[src/rtl/reg_cut_pipe.sv]
// reg_cut_pipe: register-interface cut with configurable request and response delay stages.
// Define REG_CUT_PIPE_TIMEOUT_EN to add an Issue-state watchdog (limit set by TimeoutCycles).
package reg_cut_pipe_pkg;

    typedef struct packed {
        logic        valid;
        logic [31:0] addr;
        logic        write;
        logic [31:0] wdata;
        logic [3:0]  wstrb;
    } reg_req_t;

    typedef struct packed {
        logic        ready;
        logic [31:0] rdata;
        logic        error;
    } reg_rsp_t;

endpackage

module reg_cut_pipe #(
    parameter type         req_t         = reg_cut_pipe_pkg::reg_req_t,
    parameter type         rsp_t         = reg_cut_pipe_pkg::reg_rsp_t,
    parameter int unsigned ReqStages     = 1,
    parameter int unsigned RspStages     = 1,
    parameter int unsigned TimeoutCycles = 256
) (
    input  logic clk_i,
    input  logic rst_i,
    input  req_t src_req_i,
    output rsp_t src_rsp_o,
    output req_t dst_req_o,
    input  rsp_t dst_rsp_i,
    output logic busy_o
);

    if (ReqStages < 1 || ReqStages > 8 || RspStages < 1 || RspStages > 8 ||
        TimeoutCycles < 1 || TimeoutCycles > 65535) begin : g_param_check
        $error("reg_cut_pipe: parameter out of range");
    end

    typedef enum logic [2:0] {
        IDLE,
        REQ_DELAY,
        ISSUE,
        RSP_DELAY,
        RESPOND
    } state_t;

    // Loading Stages-1 and leaving the delay state when the counter reads 1
    // gives exactly Stages cycles between capture and the next phase.
    localparam logic [2:0] REQ_LOAD = 3'(ReqStages - 1);
    localparam logic [2:0] RSP_LOAD = 3'(RspStages - 1);

    state_t     state_reg, state_next;
    logic [2:0] cnt_reg, cnt_next;
    req_t       req_reg;
    rsp_t       rsp_reg;
    logic       capture_req;
    logic       capture_rsp;

`ifdef REG_CUT_PIPE_TIMEOUT_EN
    logic [15:0] wd_reg;
    logic        wd_expired;
    logic        timeout_hit;

    assign wd_expired  = (state_reg == ISSUE) && (wd_reg == 16'(TimeoutCycles - 1));
    // A real response arriving on the expiry cycle wins over the timeout.
    assign timeout_hit = wd_expired && !dst_rsp_i.ready;

    always_ff @(posedge clk_i or posedge rst_i) begin
        if (rst_i) begin
            wd_reg <= '0;
        end else if (state_reg == ISSUE) begin
            wd_reg <= wd_reg + 16'd1;
        end else begin
            wd_reg <= '0;
        end
    end
`endif

    always_ff @(posedge clk_i or posedge rst_i) begin
        if (rst_i) begin
            state_reg <= IDLE;
            cnt_reg   <= '0;
        end else begin
            state_reg <= state_next;
            cnt_reg   <= cnt_next;
        end
    end

    always_comb begin
        state_next  = state_reg;
        cnt_next    = cnt_reg;
        capture_req = 1'b0;
        capture_rsp = 1'b0;
        case (state_reg)
            IDLE: begin
                if (src_req_i.valid) begin
                    capture_req = 1'b1;
                    if (ReqStages == 1) begin
                        state_next = ISSUE;
                    end else begin
                        state_next = REQ_DELAY;
                        cnt_next   = REQ_LOAD;
                    end
                end
            end
            REQ_DELAY: begin
                cnt_next = cnt_reg - 3'd1;
                if (cnt_reg <= 3'd1) begin
                    state_next = ISSUE;
                    cnt_next   = '0;
                end
            end
            ISSUE: begin
                capture_rsp = dst_rsp_i.ready;
`ifdef REG_CUT_PIPE_TIMEOUT_EN
                if (capture_rsp || timeout_hit) begin
`else
                if (capture_rsp) begin
`endif
                    if (RspStages == 1) begin
                        state_next = RESPOND;
                    end else begin
                        state_next = RSP_DELAY;
                        cnt_next   = RSP_LOAD;
                    end
                end
            end
            RSP_DELAY: begin
                cnt_next = cnt_reg - 3'd1;
                if (cnt_reg <= 3'd1) begin
                    state_next = RESPOND;
                    cnt_next   = '0;
                end
            end
            RESPOND: begin
                state_next = IDLE;
            end
            default: begin
                state_next = IDLE;
                cnt_next   = '0;
            end
        endcase
    end

    always_ff @(posedge clk_i or posedge rst_i) begin
        if (rst_i) begin
            req_reg <= '0;
            rsp_reg <= '0;
        end else begin
            if (capture_req) begin
                req_reg <= src_req_i;
            end
            if (capture_rsp) begin
                rsp_reg <= dst_rsp_i;
            end
`ifdef REG_CUT_PIPE_TIMEOUT_EN
            else if (timeout_hit) begin
                rsp_reg       <= '0;
                rsp_reg.error <= 1'b1;
            end
`endif
        end
    end

    // Handshake bits come from the state; payload always mirrors the held copies.
    always_comb begin
        dst_req_o       = req_reg;
        dst_req_o.valid = (state_reg == ISSUE);
        src_rsp_o       = rsp_reg;
        src_rsp_o.ready = (state_reg == RESPOND);
    end

    assign busy_o = (state_reg != IDLE);

endmodule

[config.mk]
export PLATFORM = sky130hd
export DESIGN_NAME = reg_cut_pipe
export DESIGN_NICKNAME = d
export VERILOG_FILES = /design/src/rtl/reg_cut_pipe.sv
export SDC_FILE = /design/constraint.sdc
export NUM_CORES = 1
export LEC_CHECK = 0
export CAP_MARGIN = 40
export CORE_AREA = 2 2 103 105
export CTS_BUF_LIST = sky130_fd_sc_hd__clkbuf_8 sky130_fd_sc_hd__clkbuf_16
export CTS_CLUSTER_SIZE = 40
export DETAILED_ROUTE_END_ITERATION = 8
export DIE_AREA = 0 0 105 107
export PLACE_DENSITY_LB_ADDON = 0.1
export SLEW_MARGIN = 20
export SYNTH_ARGS = -nofsm -noshare
export SYNTH_HDL_FRONTEND = slang
export SYNTH_SLANG_ARGS = --single-unit
export TNS_END_PERCENT = 1
[constraint.sdc]
create_clock -name clk_i -period 4.7 [get_ports clk_i]
set_input_delay 0.94 -clock clk_i [delete_from_list [all_inputs] [get_ports clk_i]]
set_output_delay 0.94 -clock clk_i [all_outputs]
set_load 0.02 [all_outputs]
==> out/metrics.yaml <==
ant_nets: 0
synth_seq_cells: 104
die-area_mm2: 0.01124
dr_wl_met3_um: 861
critPathLaunchType: "register"
syn_inst: 226
grt_pass1_vias: 2931
portBuffers: 210
hpwl_mm: 7.112
p_leak_nw: 2.595
min_from: "dst_req_o[12]"
fin_crit_ns: 2.620
cp_slowest_cell: "clkdlybuf4s50_1"
grt_overflow: 0
postCtsHoldBufs: 0
r2r_start: "state_reg[2]"
worst_slew_pin_slew_ns: 0.5350
wire_per_inst_um: 16.16
final_nets: 548
wl_met2_mm: 4.963
hold_slack_ns: 0.4918
hold_viol: 0
setup_slack_ns: 2.080
start_util_pct: 38.42
antenna_found_initial: 0
finalMaxSlewViolations: 0
drt-initial-drc-count: 59
clk_pin_slew_worst_paths_ns: 0.09
fin_skew_ns: 0.01268
power_density_mw_per_mm2: 616.1
critical_path_required_ns: 3.76
drt_wl_total_mm: 9.424
outcome: "finished clean"
insertion_delay_ns: 0.36
cp.arrival_ns: 1.68
top_layer_used: "met4"
setup_viol: 0
die_w_um: 105
row_count: 37
pre_cts_ws_ns: 2.060
syn_nets: 332
cts_resized: 0
cp-startpoint: "state_reg[2]"
drc: 0
syn_area_mm2: 0.003877
cts_buffers: 9
fillers: 847
maxSlewHeadroom_pct: 64.33
via_per_inst: 4.628
path_max_fanout: 6
max_freq_mhz: 381.6
gp_congestion: 0.7366
area_growth_pct: 63.15
layout-drive-gt1-share_pct: 26.17
endpoint_kind: "primary output"
wl_met1_mm: 3.474
root_buffer: "clkbuf_8"
core_area_mm2: 0.01009
fin_crit_sh_pct: 55.75
syn_area_per_cell_um2: 17.16
clock_sinks: 104
setup_tns_ns: 0
rsz0062_at_grt: "no"
io_pins: 211
slowest_delay_ns: 0.55
ys_types: 13
vias: 2698
ir_worst_vdd_v: 0.0002900
seq_area_frac_synth_pct: 67.12
cts_buffer_depth: 2
critical_path.cell_chain: "or2_2, clkdlybuf4s50_1"
post_cts.repair.setup_buffers: 0
drv_cap: 0
largest_reg_flops: 69
grt_usage_pct: 17.25
cts_tree: "done"
path_class: "reg2out"
grt_max_degree: 43
insertedDiodeCount: 0
grt_pass1_wl_mm: 15.05
hp-class: "reg2reg"
first_pass_iters: 4
h-tree-depth: 3
die_h_um: 107
synth_warnings: 0
-- power by group --
| group | internal, W | leakage, nW | switching, W |
|---|---|---|---|
| Clock | 0.000198 | 0.0904 | 0.000311 |
| Sequential | 0.00128 | 1.22 | 0.000191 |
| Combinational | 0.00105 | 1.29 | 0.000867 |
-- worst max-delay path: cells and delay by family, from the launching register on --
kind | cells | cell delay, ns
buffers and inverters | 1 | 0.55
flip-flops | 1 | 0.47
AND/OR/NAND/NOR | 1 | 0.32
-- area by class of cell --
type	count	area (µm²)	share of cell area [%]
Sequential cell	104	2603	41.14
Timing Repair Buffer	215	2152	34.02
Multi-Input combinational cell	110	1215	19.20
Tap cell	136	170.2	2.690
Clock buffer	9	123.9	1.958
Clock inverter	7	52.55	0.8307
Inverter	2	10.01	0.1582
-- path summary, 6_finish.rpt --
kind                                      end  slack (ns)  cells after the start
worst max-delay path                   busy_o        2.08                      2
worst min-delay path            dst_req_o[12]        0.49                      1
worst max register to register  dst_req_o[18]        3.03                      3
worst min register to register  dst_req_o[12]        0.49                      1
max in group asynchronous       dst_req_o[33]        2.81                      3
min in group asynchronous       dst_req_o[43]        0.98                      2
-- cell usage after synthesis (all sizes together) --
| cell | instances | area, µm² |
|---|---|---|
| nand3b | 1 | 11.26 |
| buf | 10 | 58.81 |
| dfrtp | 104 | 2603 |
| nand2b | 2 | 12.51 |
| inv | 2 | 7.510 |
| a21oi | 1 | 5.000 |
| nor3b | 1 | 12.51 |
| mux2 | 102 | 1149 |
| or2 | 1 | 6.260 |
| nor2b | 2 | 12.51 |
-- through the flow --
| stage | std cells | utilization, % | total power (W) | cell area (µm²) |
|---|---|---|---|---|
| finish | 583 | 62.68 | 0.003897 | 6326 |
| global route | 583 | 62.68 | 0.004114 | 6326 |
| CTS | 583 | 62.68 | 0.003963 | 6326 |
| detailed placement | 567 | 60.93 | 0.003440 | 6150 |
| global placement | 566 | 60.74 | 0.003387 | 6130 |
| floorplan | 226 | - | 0.002422 | 3877 |
-- routing by layer --
layer / vias to the layer above / GRT usage (%)
met2: 118 / 29.92
met4: 0 / 6.381
met5: - / 0
met1: 1349 / 19.15
met3: 13 / 6.869
li1: 1218 / -
-- cells in the final DEF (no fill, tap or decap), drive strengths merged --
master,count
a21oi,1
buf,5
clkbuf,9
clkdlybuf4s50,210
clkinv,3
clkinvlp,1
dfrtp,104
inv,5
mux2,102
nand2b,2
nand3b,1
nor2b,2
nor3b,1
or2,1
-- cells by family after synthesis --
family / share of synthesized area (%)
buffers and inverters: 1.710
and+or+nand+nor: 1.420
AOI/OAI and AO/OA: 0.1290
DFF: 67.12
muxes: 29.62
Power figures use the tool's default switching activity.
